File: config.mk
export PLATFORM = sky130hd
export DESIGN_NAME = rv_ctl
export DESIGN_NICKNAME = d
export VERILOG_FILES = /design/src/rtl/rv_ctl.sv
export SDC_FILE = /design/constraint.sdc
export NUM_CORES = 1
export LEC_CHECK = 0
export ABC_AREA = 1
export CORE_MARGIN = 5
export CORE_UTILIZATION = 41
export CTS_BUF_LIST = sky130_fd_sc_hd__clkbuf_8 sky130_fd_sc_hd__clkbuf_16
export DETAILED_ROUTE_END_ITERATION = 12
export PLACE_DENSITY = 0.84
export SYNTH_ARGS = -nofsm -noshare
export SYNTH_HDL_FRONTEND = slang
export SYNTH_SLANG_ARGS = --single-unit
File: constraint.sdc
create_clock -name clk -period 1.4 [get_ports clk]
set_input_delay 0.21 -clock clk [delete_from_list [all_inputs] [get_ports clk]]
set_output_delay 0.21 -clock clk [all_outputs]
set_load 0.02 [all_outputs]
File: src/rtl/rv_ctl.sv
// ============================================================================
// Module   : rv_ctl
// Purpose  : Multicycle control FSM for the simple RISC-V core (beside rv_dp)
// Revision : 1.0 - initial release
// ============================================================================
`default_nettype none

module rv_ctl #(
    parameter int DPWIDTH = 32,
    parameter int CNTW    = 32
) (
    input  logic               clk,
    input  logic               rst,
    input  logic [DPWIDTH-1:0] instr,
    input  logic               zero,
    input  logic               imem_ready,
    input  logic               dmem_ready,
    output logic               pcsourse,
    output logic               pcwrite,
    output logic               pccen,
    output logic               irwrite,
    output logic [1:0]         wbsel,
    output logic               regwen,
    output logic [1:0]         immsel,
    output logic [1:0]         asel,
    output logic               bff,
    output logic               bsel,
    output logic [3:0]         alusel,
    output logic               mdrwrite,
    output logic               dmem_wen,
    output logic               trap,
    output logic [CNTW-1:0]    instret
);

    localparam logic       c_PC_PLUS4   = 1'b0;
    localparam logic       c_PC_ALU     = 1'b1;
    localparam logic [1:0] c_WB_ALUOUT  = 2'd0;
    localparam logic [1:0] c_WB_MDR     = 2'd1;
    localparam logic [1:0] c_WB_PC      = 2'd2;
    localparam logic [1:0] c_IMM_L      = 2'd0;
    localparam logic [1:0] c_IMM_S      = 2'd1;
    localparam logic [1:0] c_IMM_B      = 2'd2;
    localparam logic [1:0] c_IMM_J      = 2'd3;
    localparam logic [1:0] c_ALUA_REG   = 2'd0;
    localparam logic [1:0] c_ALUA_PCC   = 2'd2;
    localparam logic       c_ALUB_REG   = 1'b0;
    localparam logic       c_ALUB_IMM   = 1'b1;
    localparam logic       c_REGULAR_B  = 1'b0;
    localparam logic [3:0] c_ALU_ADD    = 4'd0;
    localparam logic [3:0] c_ALU_SUB    = 4'd1;
    localparam logic [3:0] c_ALU_SLL    = 4'd2;
    localparam logic [3:0] c_ALU_SLT    = 4'd3;
    localparam logic [3:0] c_ALU_SLTU   = 4'd4;
    localparam logic [3:0] c_ALU_XOR    = 4'd5;
    localparam logic [3:0] c_ALU_SRL    = 4'd6;
    localparam logic [3:0] c_ALU_SRA    = 4'd7;
    localparam logic [3:0] c_ALU_OR     = 4'd8;
    localparam logic [3:0] c_ALU_AND    = 4'd9;
    localparam logic [6:0] c_OP_R       = 7'b0110011;
    localparam logic [6:0] c_OP_I       = 7'b0010011;
    localparam logic [6:0] c_OP_LOAD    = 7'b0000011;
    localparam logic [6:0] c_OP_STORE   = 7'b0100011;
    localparam logic [6:0] c_OP_BRANCH  = 7'b1100011;
    localparam logic [6:0] c_OP_JAL     = 7'b1101111;

    typedef enum logic [3:0] {
        S_FETCH  = 4'd0,
        S_DECODE = 4'd1,
        S_EXEC_R = 4'd2,
        S_EXEC_I = 4'd3,
        S_ALUWB  = 4'd4,
        S_MEMADR = 4'd5,
        S_MEMRD  = 4'd6,
        S_MEMWB  = 4'd7,
        S_MEMWR  = 4'd8,
        S_BRANCH = 4'd9,
        S_JAL    = 4'd10,
        S_TRAP   = 4'd11
    } state_t;

    state_t            r_state;
    state_t            w_next;
    logic [CNTW-1:0]   r_instret;
    logic              w_retire;
    logic [6:0]        w_opcode;
    logic [2:0]        w_funct3;
    logic              w_alt;
    logic              w_unused;

    assign w_opcode = instr[6:0];
    assign w_funct3 = instr[14:12];
    assign w_alt    = instr[30];
    assign w_unused = ^{instr[DPWIDTH-1:31], instr[29:15], instr[11:7]};

    function automatic logic [3:0] alu_decode(input logic [2:0] f3, input logic alt);
        logic [3:0] op;
        case (f3)
            3'b000:  op = alt ? c_ALU_SUB : c_ALU_ADD;
            3'b001:  op = c_ALU_SLL;
            3'b010:  op = c_ALU_SLT;
            3'b011:  op = c_ALU_SLTU;
            3'b100:  op = c_ALU_XOR;
            3'b101:  op = alt ? c_ALU_SRA : c_ALU_SRL;
            3'b110:  op = c_ALU_OR;
            default: op = c_ALU_AND;
        endcase
        return op;
    endfunction

    always_ff @(posedge clk) begin
        if (!rst) begin
            r_state   <= S_FETCH;
            r_instret <= '0;
        end else begin
            r_state <= w_next;
            if (w_retire)
                r_instret <= r_instret + {{(CNTW-1){1'b0}}, 1'b1};
        end
    end

    always_comb begin
        w_next   = r_state;
        w_retire = 1'b0;
        pcsourse = c_PC_PLUS4;
        pcwrite  = 1'b0;
        pccen    = 1'b0;
        irwrite  = 1'b0;
        wbsel    = c_WB_ALUOUT;
        regwen   = 1'b0;
        immsel   = c_IMM_L;
        asel     = c_ALUA_REG;
        bsel     = c_ALUB_REG;
        alusel   = c_ALU_ADD;
        mdrwrite = 1'b0;
        dmem_wen = 1'b0;
        case (r_state)
            S_FETCH: begin
                if (imem_ready) begin
                    irwrite = 1'b1;
                    pccen   = 1'b1;
                    pcwrite = 1'b1;
                    w_next  = S_DECODE;
                end
            end
            S_DECODE: begin
                // Precompute the branch/jump target into aluout.
                asel   = c_ALUA_PCC;
                bsel   = c_ALUB_IMM;
                immsel = (w_opcode == c_OP_JAL) ? c_IMM_J : c_IMM_B;
                case (w_opcode)
                    c_OP_R:      w_next = S_EXEC_R;
                    c_OP_I:      w_next = S_EXEC_I;
                    c_OP_LOAD:   w_next = S_MEMADR;
                    c_OP_STORE:  w_next = S_MEMADR;
                    c_OP_BRANCH: w_next = S_BRANCH;
                    c_OP_JAL:    w_next = S_JAL;
                    default:     w_next = S_TRAP;
                endcase
            end
            S_EXEC_R: begin
                alusel = alu_decode(w_funct3, w_alt);
                w_next = S_ALUWB;
            end
            S_EXEC_I: begin
                // Only SRAI uses instr[30]; for other I-ops it is immediate data.
                bsel   = c_ALUB_IMM;
                immsel = c_IMM_L;
                alusel = alu_decode(w_funct3, w_alt && (w_funct3 == 3'b101));
                w_next = S_ALUWB;
            end
            S_ALUWB: begin
                regwen   = 1'b1;
                wbsel    = c_WB_ALUOUT;
                w_retire = 1'b1;
                w_next   = S_FETCH;
            end
            S_MEMADR: begin
                bsel   = c_ALUB_IMM;
                immsel = w_opcode[5] ? c_IMM_S : c_IMM_L;
                w_next = w_opcode[5] ? S_MEMWR : S_MEMRD;
            end
            S_MEMRD: begin
                if (dmem_ready) begin
                    mdrwrite = 1'b1;
                    w_next   = S_MEMWB;
                end
            end
            S_MEMWB: begin
                regwen   = 1'b1;
                wbsel    = c_WB_MDR;
                w_retire = 1'b1;
                w_next   = S_FETCH;
            end
            S_MEMWR: begin
                dmem_wen = 1'b1;
                if (dmem_ready) begin
                    w_retire = 1'b1;
                    w_next   = S_FETCH;
                end
            end
            S_BRANCH: begin
                alusel   = c_ALU_SUB;
                pcsourse = c_PC_ALU;
                case (w_funct3)
                    3'b000: begin
                        pcwrite  = zero;
                        w_retire = 1'b1;
                        w_next   = S_FETCH;
                    end
                    3'b001: begin
                        pcwrite  = !zero;
                        w_retire = 1'b1;
                        w_next   = S_FETCH;
                    end
                    default: w_next = S_TRAP;
                endcase
            end
            S_JAL: begin
                pcwrite  = 1'b1;
                pcsourse = c_PC_ALU;
                regwen   = 1'b1;
                wbsel    = c_WB_PC;
                w_retire = 1'b1;
                w_next   = S_FETCH;
            end
            S_TRAP:  w_next = S_TRAP;
            default: w_next = S_FETCH;
        endcase
        if (!rst) begin
            pcwrite  = 1'b0;
            pccen    = 1'b0;
            irwrite  = 1'b0;
            regwen   = 1'b0;
            mdrwrite = 1'b0;
            dmem_wen = 1'b0;
        end
    end

    assign trap    = (r_state == S_TRAP);
    assign bff     = c_REGULAR_B;
    assign instret = r_instret;

endmodule

`default_nettype wire

Word-level counts from Yosys, hierarchy flattened
Cells that the tools add are included.
{ "word_totals": {"regBits": 36, "input_bits": 37, "out_inout_bits": 52, "word_cells": 76} }
{ "classes": {"n_addsub": 1, "eq_ne": 26, "mux": 36, "n_reduce_logical": 11} }
{ "op_table": {"columns": ["op", "count"], "rows": [
  ["4-bit one-hot mux with 7 select lines", 2],
  ["32-bit by 1-bit adder with 32-bit output, second input constant", 1],
  ["4-bit one-hot mux with 8 select lines", 1],
  ["1-bit 2-to-1 mux", 20],
  ["4-bit 2-to-1 mux", 5],
  ["4-bit one-hot mux with 5 select lines", 1],
  ["4-bit by 3-bit == test with 1-bit output, second input constant", 4],
  ["4-bit == test, second input constant", 4],
  ["7-bit by 6-bit == test with 1-bit output, second input constant", 2],
  ["7-bit == test, second input constant", 2],
  ["4-bit one-hot mux with 3 select lines", 1],
  ["3-bit == test, second input constant", 3],
  ["4-bit by 2-bit == test with 1-bit output, second input constant", 2],
  ["2-bit one-hot mux with 2 select lines", 2],
  ["2-bit OR reduction", 4],
  ["7-bit by 2-bit == test with 1-bit output, second input constant", 1],
  ["7-bit by 5-bit == test with 1-bit output, second input constant", 1],
  ["3-bit by 2-bit == test with 1-bit output, second input constant", 2],
  ["2-bit inequality test, second input constant", 3],
  ["1-bit one-hot mux with 3 select lines", 2],
  ["3-bit OR reduction", 2],
  ["4-bit by 1-bit == test with 1-bit output, second input constant", 1],
  ["4-bit logical NOT", 1],
  ["3-bit by 1-bit == test with 1-bit output, second input constant", 1],
  ["other kinds (6)", 6]
]} }

Longest topological paths before layout
{ "depth": {"ltp_word": 5, "depth_mapped": 10, "depth_no_buf": 10} }

Worst setup path before layout
OpenSTA, ideal clock, no wires.
{ "synth_path": {"kind": "register to register", "from": "reg r_instret[0] (netlist: instret[0])", "to": "reg r_instret[22] (netlist: instret[22])", "setup_ps": 128, "t_arrival_ps": 1505, "required_time_ps": 1272, "setup_slack_ps": -233, "path_stages_with_launch": 9, "n_path_buf": 0, "path_cell_list": "dfxtp_1 > ha_1 > nand3_1 > nor2_2 > nand3_1 > nor2_1 > nand4_1 > nand2_1 > nor2_1"} }
{ "synth_via": {"elab_chain_cells": 1} }
{ "synth_lines": {"columns": ["element", "line", "source"], "rows": [
  ["from (decl)", "83", "logic [CNTW-1:0] r_instret;"],
  ["from (signal assigned)", "117", "r_instret <= r_instret + {{(CNTW-1){1'b0}}, 1'b1};"],
  ["32-bit by 1-bit adder with 32-bit output", "117", null]
]} }
No other way between the ends.
A chain may end at the register's enable or synchronous reset.

Worst setup path after layout
{ "layout_path": {"from": "reg r_state[1]", "to": "reg r_instret[2] (netlist: instret[2])"} }
{ "layout_via": {"elab_chain_cells": 3, "word_cells_on_any_way": 7, "classes_between": "eq/ne: 5; mux: 1; reduce/logical: 1"} }
{ "layout_lines": {"columns": ["element", "line", "source"], "rows": [
  ["from (decl)", "81", "state_t r_state;"],
  ["from (signal assigned)", "115", "r_state <= w_next;"],
  ["4-bit == test / 4-bit by 3-bit == test with 1-bit output (equally long branches)", "136", "case (r_state)"],
  ["3-bit OR reduction (no source line)", null, null],
  ["1-bit one-hot mux with 3 select lines (*)", "136", null]
]} }
Every way passes the cells marked *; elsewhere a longest branch is shown, timed or not.

==> impl_metrics.sql <==
INSERT INTO impl_metrics (metric_group, metric, value, unit) VALUES
('synthesis', 'ys_ff_latch', '36', ''),
('hold_path', 'holdCritPathClass', 'in2reg', ''),
('cts', 'hold_buffers', '0', ''),
('synthesis', 'synth_cell_types', '30', ''),
('layout', 'layout-area-overhead-vs-synth', '75.8', '%'),
('grt', 'vias_in_the_first_global_route', '3456', ''),
('timing', 'timing.final.crit_period', '1.70', 'ns'),
('timing', 'timing.final.max_slew_violations', '0', ''),
('worst_setup_path', 'critical_path.cell_chain', 'buf_4, inv_2, nand2_4, nand3_2, buf_6, nand4_4, buf_6, buf_16, nand3_2, nand2_1, nor2_1', ''),
('floorplan', 'core.rowCount', '28', ''),
('cts', 'clock_tree.htree_level_count', '2', ''),
('cts', 'cts_tree', 'yes', ''),
('cts', 'cts.reportedPaths.clkPinSlew', '0.08', 'ns'),
('routing', 'drt-wirelength-per-cell', '16.0', 'µm'),
('timing', 'rsz0062_at_grt', 'yes', ''),
('grt', 'maximum_number_of_pins_on_one_net_before_global_route_repair', '20', ''),
('routing', 'first_pass_iters', '6', ''),
('hold_path', 'holdCritStartpoint', 'instr[6]', ''),
('layout', 'final_net_count', '617', ''),
('run_status', 'failed_checks', 'setup timing', ''),
('worst_setup_path', 'setup.worst_path.class', 'reg2reg', ''),
('synthesis', 'synth_area_per_cell', '5.67', 'µm²'),
('timing', 'max_freq', '0.589', 'GHz'),
('timing', 'final_hold_viol_count', '0', ''),
('synthesis', 'syn_area', '2490', 'µm²'),
('floorplan', 'num_io_pins', '89', ''),
('worst_setup_path', 'timing.rr.end', 'instret[2]', ''),
('run', 'cap_violations', '0', ''),
('place', 'buffer_ports.inserted', '65', ''),
('place', 'placed_area', '3700', 'µm²'),
('worst_setup_path', 'largest_delay_share_family_worst_path', 'buffers and inverters', ''),
('synthesis', 'count_of_synthesis_stage_warnings_from_yosys', '0', ''),
('hold_path', 'endpoint_with_the_worst_hold_slack', 'r_state[2]', ''),
('grt', 'gr-usage-all-layers', '0.234', ''),
('worst_setup_path', 'timing.reg2reg.setup_slack', '-0.30', 'ns'),
('power_and_ir_drop', 'vdd_drop_max', '0.796', 'mV'),
('synthesis', 'post_syn_instances', '439', ''),
('worst_setup_path', 'critical_path_buffers_and_inverters', '5', ''),
('timing', 'setup_tns', '-10.88', 'ns'),
('timing', 'final-setup-viol-count', '51', ''),
('timing', 'final_min_period_over_clock_period', '1.21', ''),
('worst_setup_path', 'critPathLaunchType', 'register', ''),
('routing', 'violation_count_after_the_first_detailed_route_iteration', '341', ''),
('worst_setup_path', 'number_of_cells_on_the_worst_reg_to_reg_path', '11', ''),
('power_and_ir_drop', 'netSwitchingPower', '1.99', 'mW'),
('grt', 'initial_antenna_violation_count', '0', ''),
('power_and_ir_drop', 'p_int', '2.80', 'mW'),
('routing', 'vias_per_cell', '5.49', ''),
('worst_setup_path', 'reg2reg_from', 'r_state[1]', ''),
('floorplan', 'horizontal_die_dimension', '88.0', 'µm'),
('power_and_ir_drop', 'leakage', '1.96', 'nW'),
('worst_setup_path', 'crit_path_max_incr_delay', '0.38', 'ns'),
('timing', 'final_worst_clock_skew', '0.00796', 'ns'),
('layout', 'final_design_area_no_fill', '4380', 'µm²'),
('worst_setup_path', 'cp.required', '1.63', 'ns'),
('worst_setup_path', 'worst-path-max-fanout', '5', ''),
('floorplan', 'core_region_area', '5920', 'µm²'),
('place', 'dpl.hpwl', '6440', 'µm'),
('cts', 'root_buffer', 'sky130_fd_sc_hd__clkbuf_8', ''),
('power_and_ir_drop', 'switching_share', '0.416', ''),
('hold_path', 'hold-path-cell-count', '5', ''),
('power_and_ir_drop', 'share_comb_of_total_power', '0.580', ''),
('floorplan', 'initial_core_utilization', '0.421', ''),
('run_status', 'outcome', 'complete, but fails checks', ''),
('power_and_ir_drop', 'power-per-cell-area', '1090', 'nW/µm²'),
('layout', 'diodes', '0', ''),
('timing', 'setup_ws', '-0.298', 'ns'),
('worst_setup_path', 'setup.worst_path.end_class', 'register', ''),
('routing', 'antenna_left', '0', ''),
('cts', 'worstSkewPairLatency', '0.30', 'ns'),
('grt', 'grt_pass1_wl', '14700', 'µm');
-- power by group through the flow --
stage | Clock, mW | Sequential [mW] | Combinational, mW
after global routing | 0.827 | 1.23 | 2.92
after detailed placement | 0 | 1.19 | 1.74
after global placement | 0 | 1.18 | 1.71
after floorplan | 0 | 1.21 | 0.913
final | 0.787 | 1.23 | 2.78
after CTS | 0.785 | 1.18 | 1.98
-- cell families (layout without fill, tap and decap cells) --
family | after synthesis | in the layout | synth area share
xor gates and xnor gates | 4 | 4 | 0.0141
buffers and inverters | 58 | 198 | 0.102
and+or+nand+nor | 290 | 290 | 0.482
AOI/OAI and AO/OA | 49 | 49 | 0.105
other | 1 | 2 | 0.00151
adders and majority gates | 1 | 1 | 0.00502
DFF | 36 | 36 | 0.289
-- repair_timing --
item | CTS | global route
setup endpoints to repair | 85 | 57
pin swaps | 4 | 33
gates resized for setup | 156 | 120
gates cloned | 3 | 1
setup buffers | 1 | 11
-- worst max path at each step --
stage                start           to  slack [ns]  cells past startpoint
6_report        r_state[1]   instret[2]       -0.30                     11
5_1_grt         instret[2]  instret[29]       -0.39                      8
4_1_cts         r_state[3]      pcwrite       -0.27                      6
3_5_place_dp     instr[13]    alusel[0]       -0.81                      7
3_3_place_gp     instr[13]    alusel[0]       -0.65                      7
2_1_floorplan  instret[10]  instret[22]      -0.003                      7
-- synth_stat cells (all sizes together) --
library cell / count / area, µm²
a21oi: 32 / 160
a31oi: 5 / 31.3
a41oi: 1 / 8.76
and2: 1 / 6.26
buf: 13 / 86.3
clkbuf: 1 / 3.75
conb: 1 / 3.75
dfxtp: 36 / 721
ha: 1 / 12.5
inv: 44 / 165
nand2: 149 / 564
nand3: 38 / 195
nand4: 6 / 43.8
nor2: 91 / 367
nor3: 5 / 25.0
o2111ai: 1 / 8.76
o21ai: 8 / 40.0
o22ai: 1 / 6.26
o31ai: 1 / 7.51
xnor2: 1 / 8.76
xor2: 3 / 26.3
-- cell usage in the layout, fill, tap and decap left out, types with 5 or more instances in the layout --
cell,count
sky130_fd_sc_hd__clkbuf_8,5
sky130_fd_sc_hd__dlygate4sd2_1,31
sky130_fd_sc_hd__nand2_1,131
sky130_fd_sc_hd__dfxtp_2,7
sky130_fd_sc_hd__inv_1,39
sky130_fd_sc_hd__nor2_2,13
sky130_fd_sc_hd__nand2_4,9
sky130_fd_sc_hd__nand3_2,14
sky130_fd_sc_hd__dfxtp_4,6
sky130_fd_sc_hd__buf_4,62
sky130_fd_sc_hd__dfxtp_1,23
sky130_fd_sc_hd__nand4_1,5
sky130_fd_sc_hd__nand2_2,9
sky130_fd_sc_hd__a21oi_1,14
sky130_fd_sc_hd__a21oi_2,18
sky130_fd_sc_hd__buf_6,29
sky130_fd_sc_hd__nor2_1,68
sky130_fd_sc_hd__nor2_4,10
sky130_fd_sc_hd__clkdlybuf4s50_1,11
sky130_fd_sc_hd__nand3_1,23
-- state kept, by name, summed over array words and instances, names as in the netlist --
name / count
instret: 32
r_state: 4
-- metrics by stage --
step                power [mW]  std cells  worst slack [ns]  hold WS (ns)  utilization
floorplan                 2.13        440          -0.00301         0.420            -
global placement          2.89        631            -0.651         0.497        0.626
detailed placement        2.92        631            -0.812         0.502        0.626
CTS                       3.95        643            -0.265         0.514        0.650
global route              4.98        655            -0.389         0.466        0.740
finish                    4.80        655            -0.298         0.393        0.740
-- metal layers --
layer,part of all wire,GRT usage,vias to the layer above
li1,-,-,1669
met1,0.37,0.250,1712
met2,0.52,0.447,175
met3,0.071,0.0433,40
met4,0.035,0.0934,0
met5,0,0,-
-- worst min-delay path: stages --
cell and delay, ns:
sky130_fd_sc_hd__dlymetal6s2s_1 0.11, sky130_fd_sc_hd__buf_4 0.13, sky130_fd_sc_hd__nor2_1 0.05, sky130_fd_sc_hd__nand3_1 0.06, sky130_fd_sc_hd__a31oi_1 0.08
-- area by class of cell --
cell class                 instances  area, µm²
tap                               75       93.8
multi-input combinational        346       1920
sequential                        36        752
clock buffer                       5       68.8
inverter                          44        173
fill                             444       1540
timing repair buffer             146       1350
clock inverter                     3       23.8
Note: power is estimated with default switching activity, not from simulation.
